**src/rtl/mips_fetch_pkg.sv**
```systemverilog
// Shared types for the mini MIPS instruction-fetch unit.
// Prefetch entries pair each instruction with the PC it came from.
package mips_fetch_pkg;

  localparam int INSTR_W = 16;
  localparam int ADDR_W  = 32;

  typedef struct packed {
    logic [ADDR_W-1:0]  pc;
    logic [INSTR_W-1:0] instr;
  } fetch_entry_t;

  typedef enum logic {
    FETCH,
    STOPPED
  } fetch_state_t;

endpackage

```
**src/rtl/mips_prefetch_fifo.sv**
```systemverilog
// Small synchronous FIFO of fetch entries between fetch and decode.
// flush empties it in one cycle and wins over a same-cycle push.
module mips_prefetch_fifo
  import mips_fetch_pkg::*;
#(
  parameter int DEPTH = 2
) (
  input  logic                     clk,
  input  logic                     reset,
  input  logic                     push,
  input  logic                     pop,
  input  logic                     flush,
  input  fetch_entry_t             din,
  output fetch_entry_t             head,
  output logic [$clog2(DEPTH):0]   count,
  output logic                     full,
  output logic                     empty
);

  localparam int AW = $clog2(DEPTH);

  logic [AW-1:0] wr_ptr_q, wr_ptr_d;
  logic [AW-1:0] rd_ptr_q, rd_ptr_d;
  logic [AW:0]   count_q, count_d;
  logic          do_push;
  logic          do_pop;
  fetch_entry_t  mem_q [DEPTH];

  assign full    = (count_q == (AW+1)'(DEPTH));
  assign empty   = (count_q == '0);
  assign do_pop  = pop & ~empty;
  assign do_push = push & (~full | do_pop);
  assign count   = count_q;
  assign head    = mem_q[rd_ptr_q];

  always_comb begin
    wr_ptr_d = wr_ptr_q;
    rd_ptr_d = rd_ptr_q;
    count_d  = count_q;
    if (flush) begin
      wr_ptr_d = '0;
      rd_ptr_d = '0;
      count_d  = '0;
    end else begin
      if (do_push) wr_ptr_d = wr_ptr_q + 1'b1;
      if (do_pop)  rd_ptr_d = rd_ptr_q + 1'b1;
      unique case ({do_push, do_pop})
        2'b10:   count_d = count_q + 1'b1;
        2'b01:   count_d = count_q - 1'b1;
        default: count_d = count_q;
      endcase
    end
  end

  always_ff @(posedge clk) begin
    if (reset) begin
      wr_ptr_q <= '0;
      rd_ptr_q <= '0;
      count_q  <= '0;
    end else begin
      wr_ptr_q <= wr_ptr_d;
      rd_ptr_q <= rd_ptr_d;
      count_q  <= count_d;
    end
  end

  // Storage needs no reset; count gates visibility.
  always_ff @(posedge clk) begin
    if (do_push && !flush) mem_q[wr_ptr_q] <= din;
  end

endmodule

```
**src/rtl/mips_fetch_unit.sv**
```systemverilog
// Instruction-fetch initiator: owns the PC, reads memory combinationally
// and buffers {pc, instr} pairs for decode; supports redirect and stop.
module mips_fetch_unit
  import mips_fetch_pkg::*;
#(
  parameter int                DEPTH     = 2,
  parameter int                MEM_WORDS = 16,
  parameter logic [ADDR_W-1:0] RESET_PC  = '0
) (
  input  logic                clk,
  input  logic                reset,
  output logic [ADDR_W-1:0]   read_address,
  input  logic [INSTR_W-1:0]  instruction,
  output logic [INSTR_W-1:0]  instr_out,
  output logic [ADDR_W-1:0]   instr_pc,
  output logic                instr_valid,
  input  logic                instr_ready,
  input  logic                redirect_valid,
  input  logic [ADDR_W-1:0]   redirect_pc,
  output logic                fetch_done
);

  localparam int                CW    = $clog2(DEPTH) + 1;
  localparam logic [ADDR_W-1:0] MEM_W = ADDR_W'(MEM_WORDS);
  localparam fetch_state_t      RST_ST =
    (RESET_PC >= MEM_W) ? STOPPED : FETCH;

  logic [ADDR_W-1:0] pc_q, pc_d;
  fetch_state_t      state_q, state_d;
  logic              push;
  logic              pop;
  logic              full;
  logic              empty;
  logic [CW-1:0]     count;
  fetch_entry_t      wr_entry;
  fetch_entry_t      head;

  assign pop         = ~empty & instr_ready;
  assign push        = ~redirect_valid & (pc_q < MEM_W) & (~full | pop);
  assign instr_valid = (count != '0);
  assign read_address = pc_q;
  assign fetch_done  = (state_q == STOPPED);
  assign instr_out   = head.instr;
  assign instr_pc    = head.pc;
  assign wr_entry    = '{pc: pc_q, instr: instruction};

  always_comb begin
    pc_d    = pc_q;
    state_d = state_q;
    unique case (1'b1)
      redirect_valid: begin
        pc_d    = redirect_pc;
        state_d = (redirect_pc >= MEM_W) ? STOPPED : FETCH;
      end
      push: begin
        pc_d = pc_q + 32'd1;
        if (pc_q + 32'd1 == MEM_W) state_d = STOPPED;
      end
      default: ;
    endcase
  end

  always_ff @(posedge clk) begin
    if (reset) begin
      pc_q    <= RESET_PC;
      state_q <= RST_ST;
    end else begin
      pc_q    <= pc_d;
      state_q <= state_d;
    end
  end

  mips_prefetch_fifo #(
    .DEPTH (DEPTH)
  ) u_fifo (
    .clk   (clk),
    .reset (reset),
    .push  (push),
    .pop   (pop),
    .flush (redirect_valid),
    .din   (wr_entry),
    .head  (head),
    .count (count),
    .full  (full),
    .empty (empty)
  );

endmodule

```
**config.mk**
```make
export PLATFORM = sky130hd
export DESIGN_NAME = mips_fetch_unit
export DESIGN_NICKNAME = d
export VERILOG_FILES = /design/src/rtl/mips_fetch_pkg.sv /design/src/rtl/mips_prefetch_fifo.sv /design/src/rtl/mips_fetch_unit.sv
export SDC_FILE = /design/constraint.sdc
export NUM_CORES = 1
export LEC_CHECK = 0
export CAP_MARGIN = 20
export CORE_ASPECT_RATIO = 0.75
export CORE_MARGIN = 1
export CORE_UTILIZATION = 54
export CTS_BUF_LIST = sky130_fd_sc_hd__clkbuf_8
export CTS_CLUSTER_SIZE = 28
export DETAILED_ROUTE_END_ITERATION = 10
export HOLD_SLACK_MARGIN = 0.02
export PLACE_DENSITY_LB_ADDON = 0.2
export SLEW_MARGIN = 20
export SYNTH_ARGS = -nofsm -noshare
export SYNTH_HDL_FRONTEND = slang
export SYNTH_HIERARCHICAL = 1
export SYNTH_SLANG_ARGS = --single-unit
export TNS_END_PERCENT = 30
```
**constraint.sdc**
```tcl
create_clock -name clk -period 10.44 [get_ports clk]
set_input_delay 1.044 -clock clk [delete_from_list [all_inputs] [get_ports clk]]
set_output_delay 1.044 -clock clk [all_outputs]
set_load 0.01 [all_outputs]
```
After elaboration in Yosys (flattened, before gate mapping)
Memories as Yosys holds them, arrays and structs flattened. A register that Yosys moved wholly into a read port is not among the register bits. Cells that the tools add are included.

Bits in writable memories: 96. Bits of input ports: 52. Output and inout port bits: 82. Memories: 1. Word-level logic and storage cells: 45. Register bits: 37.

Magnitude comparators: 2. Add/subtract/negate cells: 5. Bitwise operators: 10. Reduce and logical (&&, ||, !) cells: 8. Muxes and demuxes: 9. Equal/unequal tests: 5.

Memories: u_fifo.mem_q (depth 2, width 48, read ports 1, clocked after memory_dff 1, wr ports 1, RTL line mips_prefetch_fifo.sv:27) `fetch_entry_t mem_q [DEPTH];`.

Operator list (count): case mux 32 bit (2 select lines) (1); adder 32 x 1 -> 32 bit (second input constant) (1); equality test 32 x 5 -> 1 bit (second input constant) (1); >= comparator 32 x 5 -> 1 bit (second input constant) (1); < comparator 32 x 5 -> 1 bit (second input constant) (1); 2-to-1 mux 1 bit (6); nonzero test 2 bit (3); bitwise AND 1 bit (5); equality test 2 bit (second input constant) (2); case mux 2 bit (2 select lines) (1); NOT 1 bit (3); adder 1 bit (second input constant) (2); adder 2 x 1 -> 2 bit (second input constant) (1); equality test 2 x 1 -> 1 bit (second input constant) (1); logical NOT 2 bit (1); != test 2 bit (second input constant) (1); OR 1 bit (2); case mux 1 bit (2 select lines) (1); AND reduction 2 bit (1); OR reduction 2 bit (1); subtractor 2 x 1 -> 2 bit (second input constant) (1); logical AND 1 bit (1); logical NOT 1 bit (1).

Logic depth before layout (Yosys ltp)
Gate-level depths: netlist (run 1).

Depth after elaboration: 9. Mapped depth: 9.

Cells and area by module
Netlist (run 1), hierarchy kept.

Modules (own cells, without submodules): mips_prefetch_fifo (cells each 178, instances 1, area each 3717.3 µm²); mips_fetch_unit (cells each 154, instances 1, area each 1460.2 µm²).

Least setup slack after synthesis (run 1)
Ideal clock, no wire load.

Path kind: input-to-reg. From: input port instr_ready. To: memory u_fifo/mem_q[1][0] (netlist name), enable pin. Stages on the path: 6. Setup time: 524 ps. Setup slack: 4468 ps. Data required time: 9916 ps. Data arrival time: 5448 ps. Path through: nor2b_1 o211ai_1 nor3_2 buf_6 o31ai_2 nor3b_1.

Longest elaborated chain between the ends: 7. Elaborated cells between the ends (all ways): 9. Those cells by class: 2 x mux; 6 x bitwise; 1 x reduce/logical.

RTL lines: start, declared (RTL line mips_fetch_unit.sv:17) `input logic instr_ready,`; bitwise AND 1 bit (RTL line mips_fetch_unit.sv:38) `assign pop = ~empty & instr_ready;`; OR 1 bit (RTL line mips_fetch_unit.sv:39) `assign push = ~redirect_valid & (pc_q < MEM_W) & (~full | pop);`; bitwise AND 1 bit (RTL line mips_fetch_unit.sv:39); via push (RTL line mips_fetch_unit.sv:30) `logic push;`; bitwise AND 1 bit (RTL line mips_prefetch_fifo.sv:32) `assign do_push = push & (~full | do_pop);`; logical AND 1 bit (RTL line mips_prefetch_fifo.sv:69) `if (do_push && !flush) mem_q[wr_ptr_q] <= din;`; 2-to-1 mux 1 bit (RTL line mips_prefetch_fifo.sv:69); 2-to-1 mux 1 bit (not written as such) (RTL line mips_prefetch_fifo.sv:69); end, declared (RTL line mips_prefetch_fifo.sv:27).

The timed path passes the listed nets, and every way through them passes these cells.

Worst setup path after layout (run 1)
From: input port instr_ready. To: memory u_fifo/mem_q[1][47] (netlist name), enable pin.

Longest elaborated chain between the ends: 7. Elaborated cells between the ends (all ways): 9. Those cells by class: 2 x mux; 6 x bitwise; 1 x reduce/logical.

RTL lines: bitwise AND 1 bit * (RTL line mips_fetch_unit.sv:38); via pop (RTL line mips_fetch_unit.sv:31) `logic pop;`; OR 1 bit / bitwise AND 1 bit (equally long branches) (RTL line mips_fetch_unit.sv:39, mips_prefetch_fifo.sv:31); bitwise AND 1 bit / OR 1 bit (equally long branches) (RTL line mips_fetch_unit.sv:39, mips_prefetch_fifo.sv:32); bitwise AND 1 bit * (RTL line mips_prefetch_fifo.sv:32); logical AND 1 bit * (RTL line mips_prefetch_fifo.sv:69); 2-to-1 mux 1 bit * (RTL line mips_prefetch_fifo.sv:69); 2-to-1 mux 1 bit (not written as such) * (RTL line mips_prefetch_fifo.sv:69).

The timed path passes the listed nets; every way through them passes the cells marked *.

==> results of run 1 <==
==> logic make-up (layout without fill, tap and decap cells) <==
logic type | after synthesis | in the layout | share of synthesized area
flops | 134 | 134 | 0.704
mux | 78 | 78 | 0.163
xor+xnor | 1 | 1 | 0.00169
compound gates | 19 | 19 | 0.0285
buf+inv | 17 | 173 | 0.0172
fa+ha+maj | 2 | 2 | 0.00483
simple gates | 81 | 81 | 0.0812
==> sequential cells by signal, summed over array words and instances, names as in the netlist, named ones only <==
| register | count |
|---|---|
| fetch_done | 1 |
| u_fifo/mem_q | 96 |
| u_fifo/count | 2 |
| u_fifo/rd_ptr_q | 1 |
| u_fifo/wr_ptr_q | 1 |
| read_address | 32 |
==> cell usage in the layout, fill, tap and decap left out, types with 3 or more instances in the layout <==
| master | count |
|---|---|
| sky130_fd_sc_hd__a21oi_1 | 4 |
| sky130_fd_sc_hd__buf_4 | 5 |
| sky130_fd_sc_hd__clkbuf_8 | 17 |
| sky130_fd_sc_hd__clkdlybuf4s50_1 | 132 |
| sky130_fd_sc_hd__clkinvlp_4 | 4 |
| sky130_fd_sc_hd__dfxtp_1 | 37 |
| sky130_fd_sc_hd__edfxtp_1 | 96 |
| sky130_fd_sc_hd__inv_1 | 3 |
| sky130_fd_sc_hd__inv_6 | 5 |
| sky130_fd_sc_hd__mux2_2 | 49 |
| sky130_fd_sc_hd__mux2i_1 | 28 |
| sky130_fd_sc_hd__nand2_1 | 9 |
| sky130_fd_sc_hd__nand2b_1 | 3 |
| sky130_fd_sc_hd__nand4_1 | 3 |
| sky130_fd_sc_hd__nor2_1 | 35 |
| sky130_fd_sc_hd__nor3_1 | 4 |
| sky130_fd_sc_hd__nor4_1 | 10 |
==> power breakdown <==
| group | internal, uW | switching [uW] |
|---|---|---|
| combinational | 40.9 | 28.8 |
| clock | 194 | 217 |
| sequential | 576 | 11.6 |
| total | 811 | 257 |
==> path summary, 6_finish.rpt <==
| check | cells after the start | end | slack [ps] |
|---|---|---|---|
| max | 7 | u_fifo/mem_q[1][47]$_DFFE_PP_ | 5990 |
| min | 0 | u_fifo/mem_q[0][36]$_DFFE_PP_ | 520 |
| max reg2reg | 7 | u_fifo/mem_q[1][47]$_DFFE_PP_ | 6450 |
| min reg2reg | 0 | u_fifo/mem_q[0][36]$_DFFE_PP_ | 520 |
==> critical path, delay by kind of cell <==
family	cells	cell delay, ps
and+or+nand+nor	3	2000
AOI/OAI and AO/OA	2	400
buffers and inverters	2	1030
==> through the flow <==
stage          hold slack, ps  area (um2)  instances  setup slack, ps   util
2_1_floorplan             456        5180        332             4470      -
3_3_place_gp              480        6640        584             5740  0.724
3_5_place_dp              500        6640        584             5570  0.725
4_1_cts                   519        7020        616             6050  0.766
5_1_grt                   530        7020        616             5840  0.766
6_report                  515        7020        616             5990  0.766
==> per-layer routing <==
metal | share of wire | vias up
met1 | 0.42 | 1635
li1 | - | 1552
met3 | 0.070 | 16
met5 | 0 | -
met2 | 0.50 | 130
met4 | 0.014 | 0
==> area by class of cell <==
cell class                      count  area (um2)
Clock buffer                       17         234
Clock inverter                     15         144
Fill cell                         576        2140
Inverter                            3        11.3
Multi-Input combinational cell    181        1460
Sequential cell                   134        3650
Tap cell                          128         160
Timing Repair Buffer              138        1360
==> synthesized netlist by cell type, types with 2 or more instances <==
library cell	count	area share
sky130_fd_sc_hd__mux2i_1	28	0.054
sky130_fd_sc_hd__nand4_1	3	0.0036
sky130_fd_sc_hd__a21oi_1	4	0.0039
sky130_fd_sc_hd__nand2b_1	3	0.0036
sky130_fd_sc_hd__nand2_1	9	0.0065
sky130_fd_sc_hd__dfxtp_1	38	0.15
sky130_fd_sc_hd__clkbuf_1	4	0.0029
sky130_fd_sc_hd__or3b_2	2	0.0034
sky130_fd_sc_hd__a32oi_1	2	0.0034
sky130_fd_sc_hd__nor4_1	10	0.012
sky130_fd_sc_hd__mux2_2	49	0.11
sky130_fd_sc_hd__nor3_1	5	0.0048
sky130_fd_sc_hd__inv_1	2	0.0015
sky130_fd_sc_hd__a31oi_1	2	0.0024
sky130_fd_sc_hd__edfxtp_1	96	0.56
sky130_fd_sc_hd__ha_1	2	0.0048
sky130_fd_sc_hd__buf_4	3	0.0043
sky130_fd_sc_hd__buf_2	5	0.0048
sky130_fd_sc_hd__nor4b_1	2	0.0034
sky130_fd_sc_hd__nor2_1	35	0.025
==> results by group, run 1 <==
Power and ir drop
  • Power per Cell Area: 152 nW/um2
  • Power after layout: 1070 uW
  • Peak supply drop: 87.9 uV
  • Reported leakage power: 0.00240 uW

Route
  • Antenna Nets Post-Route: 0
  • Count of routing violations after the opening detailed-route iteration: 210
  • Via density per instance: 5.41
  • Drt wl/cell: 19.1 um
  • Number of iterations in the first detailed-routing pass: 4
  • WL final: 11.7 mm
  • Routed vias: 3333
  • DRC violations left: 0

Setup path
  • Critical path origin: instr_ready
  • Crit path max fanout: 36
  • Critical path startpoint category: input port
  • Crit path required time: 10510 ps
  • Source of the worst register-to-register timing path: u_fifo/count[0]$_SDFFE_PP0P_
  • Endpoint kind of the worst setup timing path: register
  • Worst setup path class: input port to register
  • Arrival time worst endpoint: 4530 ps
  • Critical path, cell by cell: clkdlybuf4s50_1 > nor2b_1 > o211ai_1 > nor3_2 > o31ai_2 > nor3b_2 > buf_4
  • Biggest cell delay along the critical path: 890 ps
  • Critical path's slowest cell: sky130_fd_sc_hd__nor3b_2

Timing
  • Final Critical Period: 4450 ps
  • Pins Over Slew Limit: 0
  • Unrepaired setup endpoints after global routing: false
  • Tcrit/Tclk final: 0.427
  • Worst-Margin Slew: 1050 ps
  • Max frequency: 225 MHz
  • Post-route setup TNS: 0 ps
  • Final hold viol count: 0
  • Worst clock skew: 13.9 ps
  • Worst max-slew margin expressed relative to the limit: 0.297
  • Final-report setup violation count: 0

Clock tree
  • Master cell of the clock root buffer: sky130_fd_sc_hd__clkbuf_8
  • Clock Pin Slew Worst Setup and Hold Paths: 80 ps
  • CTS Hold Buffers Added: 0
  • Number of clock buffers inserted by TritonCTS: 17
  • Clock H-tree levels: 4
  • Clock sink count: 134
  • CTS tree: yes
  • Largest buffer count on any clock path: 2
  • Clock Latency Late Sink: 440 ps
  • Postcts setup bufs: 0
  • Post_cts resized: 0

Placed design
  • Placed wire-length estimate: 7.58 mm
  • Final RePlAce weighted congestion: 0.779
  • Number of buffers added on ports: 133

Worst hold path
  • Path class of the lowest-slack min-delay path: register to register
  • Launch point of the worst hold path: read_address[20]$_SDFFE_PP0P_

Floorplan
  • Area of the core region: 9160 um2
  • Die Span X: 115 um
  • Chip height: 86.8 um
  • Initial cell density of the core: 0.565
  • Die footprint: 9990 um2
  • Count of pins on the block boundary: 134
  • Site Rows: 30

Global routing
  • Largest net degree at the start of global routing: 49
  • Global-route met2 utilization: 0.399
  • Global-route total usage across every layer: 0.244
  • Number of global-route vias before repair: 3328
  • Most used routing layer in global routing: met2
  • Met3 capacity usage during global routing: 0.0650
  • Routing usage on met1: 0.308
  • Wire length of the first global-routing pass: 17.6 mm
  • Antenna violations before repair: 0
  • Grt ovf: 0

Synth
  • Post-synthesis cell area: 5180 um2
  • Synthesized netlist cell count: 332
  • Share of synthesized area occupied by flip-flops and latches: 0.704
  • Synthesized Nets: 386
  • Post-synthesis register bit count: 134
  • Number of distinct library cells after synthesis: 48
  • Most instantiated flip-flop cell in the synthesis netlist: sky130_fd_sc_hd__edfxtp_1
  • Post-synth ARST share: 0
  • Number of warning messages in the yosys log: 6
  • Number of synthesized flops with an enable pin: 96
  • Mean post-synth cell area: 15.6 um2

Layout
  • Number of diodes added for antenna fixing: 0
  • Layout cells sized above 1: 0.201
  • Total number of nets in the final design: 529
  • Area growth syn-to-layout: 35.5%

Job
  • Max-cap violation count: 0

Outcome
  • Run status: finished, final reports clean
No activity file was read; power rests on OpenSTA's default activity.
==> run 2, diff against run 1 <==
--- a/config.mk
+++ b/config.mk
@@ -8,7 +8,7 @@
 export CAP_MARGIN = 20
 export CORE_ASPECT_RATIO = 0.75
 export CORE_MARGIN = 1
-export CORE_UTILIZATION = 54
+export CORE_UTILIZATION = 45
 export CTS_BUF_LIST = sky130_fd_sc_hd__clkbuf_8
 export CTS_CLUSTER_SIZE = 28
 export DETAILED_ROUTE_END_ITERATION = 10
==> constraint.sdc (replaced) <==
create_clock -name clk -period 3.7 [get_ports clk]
set_input_delay 0.37 -clock clk [delete_from_list [all_inputs] [get_ports clk]]
set_output_delay 0.37 -clock clk [all_outputs]
set_load 0.01 [all_outputs]
==> run 2 against run 1 <==
Clock skew fell by 5.1 ps. Wire length fell by 2.2%. Register-to-register slack got worse by 5200 ps. Clock power rose to 2.9 times the previous value. Setup slack got worse by 5100 ps. Sequential share of layout area fell by 0.51 points. Non-clock buffer count rose by 4. Final area rose by 0.93%. Power rose to 2.8 times the previous value. First-iteration DRC count fell by 9.5%. Largest cell class unchanged. Largest power group unchanged.
==> results by group, run 2 (synthesis results as in run 1) <==
Setup path
  • Critical path, cell by cell: buf_4 > mux2_2 > clkdlybuf4s50_1
  • Crit path max fanout: 29 (-19%)
  • Worst setup path class: register to primary output
  • Critical path startpoint category: register
  • Category of cells accounting for the largest share of critical-path delay: buffers and inverters
  • Crit path required time: 3330 ps (-7180 ps)
  • Arrival time worst endpoint: 2430 ps (-2100 ps)
  • Critical path's slowest cell: sky130_fd_sc_hd__dfxtp_2
  • Reg2reg setup slack: 1260 ps (-5190 ps)
  • Endpoint kind of the worst setup timing path: primary output
  • Biggest cell delay along the critical path: 640 ps (-250 ps)
  • Worst path buffer plus inverter count: 2 (unchanged)

Timing
  • Final-report setup violation count: 0 (unchanged)
  • Unrepaired setup endpoints after global routing: false
  • Worst clock skew: 8.74 ps (-5.15 ps)
  • Worst-Margin Slew: 842 ps (-208 ps)
  • Final Critical Period: 2800 ps
  • Post-route setup TNS: 0 ps (unchanged)
  • Max frequency: 357 MHz
  • Worst max-slew margin expressed relative to the limit: 0.437 (+0.140)
  • Pins Over Slew Limit: 0 (unchanged)
  • Tcrit/Tclk final: 0.756
  • Final hold viol count: 0 (unchanged)

Power and ir drop
  • Power share of the sequential group: 0.549 (-0.002)
  • Design internal power: 2350 uW (+190%)
  • Power after layout: 3020 uW (+180%)
  • Total net switching power: 678 uW (+160%)
  • Clock network fraction of total power: 0.386 (+0.002)
  • Reported leakage power: 0.00244 uW (+1.6%)
  • Peak supply drop: 243 uV (+180%)
  • Combinational share of power: 0.065 (about the same)
  • Proportion of total power due to net switching: 0.224 (-0.0165)
  • Power per Cell Area: 427 nW/um2 (+180%)

Floorplan
  • Chip height: 94.9 um (+9.3%)
  • Site Rows: 33 (+10%)
  • Die footprint: 11900 um2 (+20%)
  • Count of pins on the block boundary: 134 (unchanged)
  • Die Span X: 126 um (+9.4%)
  • Initial cell density of the core: 0.468 (-0.0974)
  • Area of the core region: 11100 um2 (+21%)

Clock tree
  • Postcts setup bufs: 0 (unchanged)
  • Clock Latency Late Sink: 420 ps (-20 ps)
  • Clock H-tree levels: 4 (unchanged)
  • CTS tree: yes
  • Post_cts resized: 0 (unchanged)
  • CTS Hold Buffers Added: 0 (unchanged)
  • Clock sink count: 134 (unchanged)
  • Clock Pin Slew Worst Setup and Hold Paths: 80 ps (about the same)
  • Largest buffer count on any clock path: 2 (unchanged)
  • Number of clock buffers inserted by TritonCTS: 17 (unchanged)
  • Master cell of the clock root buffer: sky130_fd_sc_hd__clkbuf_8

Job
  • Max-cap violation count: 0 (unchanged)

Route
  • Number of iterations in the first detailed-routing pass: 4 (unchanged)
  • Via density per instance: 5.21 (-3.6%)
  • Count of routing violations after the opening detailed-route iteration: 190 (-9.5%)
  • Antenna Nets Post-Route: 0 (unchanged)
  • DRC violations left: 0 (unchanged)
  • WL final: 11.5 mm (-2.2%)
  • Routed vias: 3295 (-1.1%)
  • Drt wl/cell: 18.2 um (-4.7%)

Global routing
  • Number of global-route vias before repair: 3243 (-2.6%)
  • Antenna violations before repair: 0 (unchanged)
  • Largest net degree at the start of global routing: 46 (-6.1%)
  • Wire length of the first global-routing pass: 17.5 mm (-0.19%)
  • Grt ovf: 0 (unchanged)
  • Global-route total usage across every layer: 0.202 (-0.0428)

Placed design
  • Placed cell count: 600 (+2.7%)
  • Post-detailed-placement cell area: 6690 um2 (+0.83%)
  • Placed wire-length estimate: 7.83 mm (+3.3%)
  • Final RePlAce weighted congestion: 0.779 (about the same)
  • Number of buffers added on ports: 133 (unchanged)

Layout
  • Layout cells sized above 1: 0.207 (+0.00650)
  • Leading cell types in the layout, fill and taps excluded: sky130_fd_sc_hd__clkdlybuf4s50_1, sky130_fd_sc_hd__edfxtp_1, sky130_fd_sc_hd__mux2_2
  • Final cell area excluding filler cells: 7080 um2 (+0.93%)
  • Number of diodes added for antenna fixing: 0 (unchanged)
  • Largest register FFs: 96 (unchanged)
  • Filler-free cell count of the finished design: 632 (+2.6%)
  • Area growth syn-to-layout: 36.8%
  • Commonest non-fill, non-tap cell in the layout: sky130_fd_sc_hd__clkdlybuf4s50_1
  • Register name with the most flops: u_fifo/mem_q
  • Total number of nets in the final design: 533 (+0.76%)

Worst hold path
  • Path class of the lowest-slack min-delay path: register to register

Outcome
  • Run status: finished, final reports clean
-- run 2: cell types whose count changed in the layout (fill, tap and decap cells not counted), sizes merged --
| cell | previous run | this run |
|---|---|---|
| clkinv | 2 | 5 |
| bufinv | 1 | 2 |
| clkinvlp | 4 | 3 |
| buf | 6 | 10 |
| inv | 11 | 8 |
-- run 2: power by group through the flow --
stage	combinational (uW)	sequential (uW)	clock, uW
after floorplan	60.5	1690	0
after global placement	194	1690	0
after detailed placement	197	1700	0
after CTS	198	1660	1190
after global routing	211	1670	1260
final	196	1660	1170
-- run 2: worst reg2reg max path: stages (launching register included) --
cell	delay [ps]
sky130_fd_sc_hd__dfxtp_1	500
sky130_fd_sc_hd__nor2_1	80
sky130_fd_sc_hd__nor2b_1	320
sky130_fd_sc_hd__o211ai_1	140
sky130_fd_sc_hd__nor3_2	260
sky130_fd_sc_hd__o31ai_2	170
sky130_fd_sc_hd__nor3b_4	210
sky130_fd_sc_hd__buf_4	400
-- run 2: worst paths after layout --
path	end	depth (start not counted)	startpoint
min reg2reg	u_fifo/mem_q[0][38]$_DFFE_PP_	0	read_address[22]$_SDFFE_PP0P_
min	u_fifo/mem_q[0][38]$_DFFE_PP_	0	read_address[22]$_SDFFE_PP0P_
max reg2reg	u_fifo/mem_q[1][32]$_DFFE_PP_	7	u_fifo/count[0]$_SDFFE_PP0P_
max	instr_pc[18]	3	register
-- run 2: metrics by stage --
stage               utilization  setup WS (ps)  hold slack (ps)
finish                    0.640            902              502
global route              0.640            738              499
CTS                       0.640            828              495
detailed placement        0.605           1020              494
global placement          0.605           1090              504
floorplan                     -          0.765              439
-- run 2: final cells by class --
type | instances | area, um2
inverter | 3 | 11.3
timing repair buffer | 142 | 1390
multi-input combinational | 181 | 1470
sequential | 134 | 3640
clock inverter | 15 | 154
fill | 837 | 3990
clock buffer | 17 | 234
tap | 140 | 175
-- run 2: routing by layer --
| metal | GRT usage | vias up | wire [um] |
|---|---|---|---|
| li1 | - | 1566 | - |
| met1 | 0.270 | 1620 | 5380 |
| met2 | 0.323 | 107 | 5510 |
| met3 | 0.0533 | 2 | 556 |
| met4 | 0.0653 | 0 | 37 |
| met5 | 0 | - | 0 |
==> run 3, diff against run 2 <==
--- a/config.mk
+++ b/config.mk
@@ -8,7 +8,7 @@
 export CAP_MARGIN = 20
 export CORE_ASPECT_RATIO = 0.75
 export CORE_MARGIN = 1
-export CORE_UTILIZATION = 45
+export CORE_UTILIZATION = 50
 export CTS_BUF_LIST = sky130_fd_sc_hd__clkbuf_8
 export CTS_CLUSTER_SIZE = 28
 export DETAILED_ROUTE_END_ITERATION = 10
==> constraint.sdc (replaced) <==
create_clock -name clk -period 2.65 [get_ports clk]
set_input_delay 0.265 -clock clk [delete_from_list [all_inputs] [get_ports clk]]
set_output_delay 0.265 -clock clk [all_outputs]
set_load 0.01 [all_outputs]
==> run 3 against run 2 <==
Utilization grew 8.4 points. First-iteration DRC count shrank 12%. Final cell count shrank 0.79%. Highest routed layer unchanged. Setup slack lost 700 ps. Flip-flop and latch count is the same.
==> results by group, run 3 (synthesis results as in run 1) <==
Setup path
  • End of the worst register-to-register path: u_fifo/mem_q[0][15]$_DFFE_PP_
  • Category of cells accounting for the largest share of critical-path delay: simple AND/OR/NAND/NOR gates
  • Worst setup path class: register to register
  • Source of the worst register-to-register timing path: read_address[12]$_SDFFE_PP0P_
  • Total number of cells along the worst setup path: 6 (+3)
  • Worst path buffer plus inverter count: 1 (-1)
  • Critical path, cell by cell: nor4_1 > nand4_1 > nor3_2 > o31ai_4 > nor3_4 > buf_4
  • Arrival time worst endpoint: 2560 ps (+130 ps)
  • Critical path's slowest cell: sky130_fd_sc_hd__nor4_1
  • Logic depth of the worst register-to-register path: 6 (-1)
  • Reg2reg setup slack: 200 ps (-1060 ps)
  • Endpoint kind of the worst setup timing path: register
  • Biggest cell delay along the critical path: 410 ps (-230 ps)
  • Crit path required time: 2770 ps (-560 ps)
  • Critical path startpoint category: register
  • Crit path max fanout: 14 (-52%)

Global routing
  • Wire length of the first global-routing pass: 17.2 mm (-1.7%)
  • Grt ovf: 0 (unchanged)
  • Largest net degree at the start of global routing: 49 (+6.5%)
  • Number of global-route vias before repair: 3237 (-0.19%)
  • Global-route total usage across every layer: 0.216 (+0.0148)
  • Antenna violations before repair: 0 (unchanged)

Placed design
  • Placed wire-length estimate: 7.56 mm (-3.6%)
  • Placement Setup Slack: 290 ps (-728 ps)
  • Post-detailed-placement cell area: 6770 um2 (+1.1%)
  • Final RePlAce weighted congestion: 0.773 (-0.83%)
  • Number of buffers added on ports: 133 (unchanged)
  • Placed cell count: 595 (-0.83%)

Power and ir drop
  • Peak supply drop: 349 uV (+44%)
  • Reported leakage power: 0.00245 uW (+0.43%)
  • Clock network fraction of total power: 0.372 (-0.014)
  • Total net switching power: 956 uW (+41%)
  • Proportion of total power due to net switching: 0.231 (+0.00697)
  • Design internal power: 3180 uW (+36%)
  • Power per Cell Area: 580 nW/um2 (+36%)
  • Power share of the sequential group: 0.560 (+0.011)
  • Power after layout: 4130 uW (+37%)
  • Combinational share of power: 0.069 (+0.004)

Clock tree
  • Number of clock buffers inserted by TritonCTS: 17 (unchanged)
  • Clock Latency Late Sink: 430 ps (about the same)
  • Postcts setup bufs: 0 (unchanged)
  • Largest buffer count on any clock path: 2 (unchanged)
  • Clock sink count: 134 (unchanged)
  • Clock H-tree levels: 4 (unchanged)
  • Post_cts resized: 0 (unchanged)
  • Clock Pin Slew Worst Setup and Hold Paths: 80 ps (about the same)
  • CTS tree: yes
  • Master cell of the clock root buffer: sky130_fd_sc_hd__clkbuf_8
  • CTS Hold Buffers Added: 0 (unchanged)

Floorplan
  • Site Rows: 31 (-6.1%)
  • Die Span X: 120 um (-5.0%)
  • Count of pins on the block boundary: 134 (unchanged)
  • Chip height: 90.1 um (-5.0%)
  • Initial cell density of the core: 0.526 (+0.0576)
  • Die footprint: 10800 um2 (-9.8%)
  • Area of the core region: 9850 um2 (-11%)

Layout
  • Leading cell types in the layout, fill and taps excluded: sky130_fd_sc_hd__clkdlybuf4s50_1, sky130_fd_sc_hd__edfxtp_1, sky130_fd_sc_hd__mux2_2
  • Number of diodes added for antenna fixing: 0 (unchanged)
  • Commonest non-fill, non-tap cell in the layout: sky130_fd_sc_hd__clkdlybuf4s50_1
  • Final cell area excluding filler cells: 7130 um2 (+0.69%)
  • Area growth syn-to-layout: 37.7%
  • Layout cells sized above 1: 0.226 (+0.0189)
  • Largest register FFs: 96 (unchanged)
  • Filler-free cell count of the finished design: 627 (-0.79%)
  • Register name with the most flops: u_fifo/mem_q
  • Total number of nets in the final design: 536 (+0.56%)

Outcome
  • Run status: finished, final reports clean

Worst hold path
  • Worst Hold Endpoint: u_fifo/mem_q[1][1]$_DFFE_PP_
  • Path class of the lowest-slack min-delay path: input port to register
  • Hold path cells: 1 (+1)
  • Launch point of the worst hold path: instruction[1]

Route
  • Drt wl/cell: 17.8 um (-2.1%)
  • Via density per instance: 5.32 (+2.1%)
  • DRC violations left: 0 (unchanged)
  • Antenna Nets Post-Route: 0 (unchanged)
  • Number of iterations in the first detailed-routing pass: 4 (unchanged)
  • Routed vias: 3336 (+1.2%)
  • WL final: 11.2 mm (-2.8%)
  • Count of routing violations after the opening detailed-route iteration: 168 (-12%)

Timing
  • Final Critical Period: 2450 ps
  • Unrepaired setup endpoints after global routing: false
  • Worst max-slew margin expressed relative to the limit: 0.533 (+0.0957)
  • Final-report setup violation count: 0 (unchanged)
  • Worst clock skew: 10.7 ps (+1.92 ps)
  • Tcrit/Tclk final: 0.924
  • Pins Over Slew Limit: 0 (unchanged)
  • Slack of the critical path: 202 ps (-700 ps)
  • Final hold viol count: 0 (unchanged)
  • Post-route setup TNS: 0 ps (unchanged)
  • Worst-Margin Slew: 701 ps (-141 ps)
  • Max frequency: 408 MHz

Job
  • Max-cap violation count: 0 (unchanged)
-- run 3: cell count changes in the layout (fill, tap and decap cells not counted), moves of 2 or more --
cell | before | now
sky130_fd_sc_hd__clkinv_1 | 0 | 2
sky130_fd_sc_hd__dfxtp_1 | 37 | 29
sky130_fd_sc_hd__dfxtp_2 | 1 | 8
sky130_fd_sc_hd__buf_12 | 0 | 3
sky130_fd_sc_hd__clkinv_2 | 3 | 1
-- run 3: stage by stage --
step / util / hold slack, ps
3_3_place_gp: 0.687 / 445
5_1_grt: 0.724 / 391
6_report: 0.724 / 415
4_1_cts: 0.724 / 395
3_5_place_dp: 0.687 / 456
2_1_floorplan: - / 325
-- run 3: final cells by class --
type,count,area (um2)
multi-input combinational,181,1480
fill,668,2720
timing repair buffer,145,1450
sequential,134,3660
clock buffer,17,234
tap,132,165
inverter,3,11.3
clock inverter,15,129
-- run 3: power groups by stage --
stage | Clock, uW | Combinational (uW) | Sequential, uW
after floorplan | 0 | 84.9 | 2370
after global placement | 0 | 280 | 2360
after detailed placement | 0 | 284 | 2360
after CTS | 1560 | 286 | 2310
after global routing | 1650 | 302 | 2320
final | 1540 | 284 | 2310
-- run 3: worst register-to-register path: cells and delay by family (launching register included) --
kind | cells | cell delay [ps]
buffers and inverters | 1 | 310
AOI/OAI and AO/OA | 1 | 180
DFF | 1 | 350
and+or+nand+nor | 4 | 1300
-- run 3: worst max path at each step --
stage | slack [ps] | start | end
final | 200 | read_address[12]$_SDFFE_PP0P_ | u_fifo/mem_q[0][15]$_DFFE_PP_
after global routing | 80 | read_address[12]$_SDFFE_PP0P_ | u_fifo/mem_q[0][46]$_DFFE_PP_
after CTS | 250 | read_address[12]$_SDFFE_PP0P_ | u_fifo/mem_q[0][46]$_DFFE_PP_
after detailed placement | 290 | instr_ready | u_fifo/mem_q[0][43]$_DFFE_PP_
after global placement | 350 | instr_ready | u_fifo/mem_q[0][42]$_DFFE_PP_
after floorplan | -290 | read_address[12]$_SDFFE_PP0P_ | u_fifo/mem_q[1][0]$_DFFE_PP_
-- run 3: per-layer routing --
layer	share of wire	track usage
met2	0.49	0.351
met5	0	0
met3	0.065	0.0609
met4	0.017	0.0865
met1	0.43	0.274
==> edit, RTL diff (settings of run 3) <==
The package constant `INSTR_W` goes from 16 to 24.
--- a/src/rtl/mips_fetch_pkg.sv
+++ b/src/rtl/mips_fetch_pkg.sv
@@ -3,5 +3,5 @@
 package mips_fetch_pkg;
 
-  localparam int INSTR_W = 16;
+  localparam int INSTR_W = 24;
   localparam int ADDR_W  = 32;
 
Interface: changed (resized instr_out and instruction); port bits go from 134 to 150. No check against the original RTL was run, so the function may have changed too.
==> edit against run 3 <==
- wire length grew 9.3%
- die area grew 11%
- largest cell class unchanged
- sequential cell count up 16
- worst setup slack better by 0.022 ns
- power is 11% higher
- via count grew 7.9%
- utilization is 1.0 points lower
- synthesized area grew 11%
- cell area increased by 11%
==> edit: results (changes against run 3) <==
| Metric | Value |
|---|---|
| Status | complete, no violations (unchanged) |
| Non-Filler Instances | 675 (was 627) |
| Clock skew | 0.00956 ns (was 0.0107 ns) |
| Post-DP HPWL | 8380 um (was 7560 um) |
| DP Cell Count | 643 (was 595) |
| R2r setup slk | 0.39 ns (was 0.20 ns) |
| Syn nets | 419 (was 386) |
| Pre-Repair DR Iteration Count | 4 (unchanged) |
| Vias after detailed routing | 3600 (was 3336) |
| Yosys warning total | 6 (unchanged) |
| Drt wl/cell | 18.1 um (was 17.8 um) |
| Global Route Usage Sum | 0.212 (was 0.216) |
| Net Sw Frac | 0.223 (was 0.231) |
| Placer Congestion | 0.763 (was 0.773) |
| Slowest Stage Delay on Critical Path | 0.57 ns (was 0.41 ns) |
| Nets | 584 (was 536) |
| Number of global-route vias before repair | 3543 (was 3237) |
| Slowest cell on crit path | dfxtp_2 (was nor4_1) |
| Max reg flops | 112 (was 96) |
| Leak pwr | 2.71 nW (was 2.45 nW) |
| Iteration-0 DRC Markers | 251 (was 168) |
| Register area share after synthesis | 0.717 (was 0.704) |
| Cells after Synth | 357 (was 332) |
| Area after DPL | 7510 um^2 (was 6770 um^2) |
| WP data arrival | 2.16 ns (was 2.56 ns) |
| Worst-case vdd ir drop | 0.482 mV (was 0.349 mV) |
| I/O Buffers | 149 (was 133) |
| Critical-path maximum fanout | 33 (was 14) |
| Synth area leaders | edfxtp_1 58%, dfxtp_1 13%, mux2_2 11%, mux2i_1 4.9%, nor2_1 2.3% (was edfxtp_1 56%, dfxtp_1 15%, mux2_2 11%, mux2i_1 5.4%, nor2_1 2.5%) |
| CP endpoint kind | primary output (was flop) |
| FILL cells | 758 (was 668) |
| Slew HR | 0.544 (was 0.533) |
| Share of layout cells above drive strength 1 | 0.226 (about the same) |
| Commonest cells post-synth | 112 x edfxtp_1, 57 x mux2_2, 38 x dfxtp_1 (was 96 x edfxtp_1, 49 x mux2_2, 38 x dfxtp_1) |
| Worst hold slack | 0.403 ns (was 0.415 ns) |
| EDFF count, synth | 112 (was 96) |
| Initial antenna violation count | 0 (unchanged) |
| Global-route wire length before repair | 18600 um (was 17200 um) |
| Root buf cell | clkbuf_8 (unchanged) |
| Largest net degree at the start of global routing | 46 (was 49) |
==> edit: cell types whose count changed in the layout (fill, tap and decap cells not counted), sizes merged, moves of 2 or more <==
cell	before	now
clkdlybuf4s50	132	148
edfxtp	96	112
mux2	50	58
clkinv	5	7
clkinvlp	4	2
==> edit: cells by family (layout without fill, tap and decap cells) <==
family | after synthesis | count (layout) | share of synthesized area
compound gates | 19 | 19 | 0.0257
xor+xnor | 1 | 1 | 0.00152
fa+ha+maj | 2 | 2 | 0.00435
buf+inv | 18 | 196 | 0.0167
flops | 150 | 150 | 0.717
mux | 86 | 86 | 0.162
simple gates | 81 | 81 | 0.0730
==> edit: power groups by stage <==
| stage | logic, W | registers [W] | clock network, W |
|---|---|---|---|
| finish | 0.000293 | 0.00259 | 0.00170 |
| global route | 0.000314 | 0.00260 | 0.00183 |
| CTS | 0.000297 | 0.00259 | 0.00173 |
| detailed placement | 0.000295 | 0.00265 | 0 |
| global placement | 0.000290 | 0.00264 | 0 |
| floorplan | 0.0000853 | 0.00265 | 0 |
==> edit: metal layers <==
| metal | track usage | routed length (um) | vias up |
|---|---|---|---|
| li1 | - | - | 1710 |
| met1 | 0.268 | 5380 | 1760 |
| met2 | 0.352 | 6050 | 114 |
| met3 | 0.0589 | 602 | 16 |
| met4 | 0.0793 | 154 | 0 |
| met5 | 0 | 0 | - |
==> edit: worst max-delay path: cells and delay by family, from the launching register on <==
family                 cells  cell delay (ns)
flip-flops                 1             0.57
multiplexers               1             0.36
buffers and inverters      2             0.79
==> edit: metrics by stage <==
| stage | total power, W | utilization | worst slack, ns |
|---|---|---|---|
| 6_report | 0.00458 | 0.713 | 0.224 |
| 5_1_grt | 0.00474 | 0.713 | 0.142 |
| 4_1_cts | 0.00462 | 0.713 | 0.195 |
| 3_5_place_dp | 0.00294 | 0.678 | 0.332 |
| 3_3_place_gp | 0.00293 | 0.678 | 0.371 |
| 2_1_floorplan | 0.00273 | - | -0.488 |
==> edit: layout make-up <==
type                    instances  area share
multi-input cells             189       0.199
flip-flops and latches        150       0.524
well taps                     140      0.0222
inverters                       3     0.00143
clock buffers                  17      0.0296
repair buffers                161       0.204
clock inverters                15      0.0195
==> edit: worst paths after layout <==
kind	startpoint	end	cells after the start
max reg2reg	read_address[24]	u_fifo/mem_q[1][27]	6
min	redirect_pc[0]	read_address[0]	3
max	flop	instr_pc[31]	3
min reg2reg	read_address[29]	u_fifo/mem_q[1][53]	0
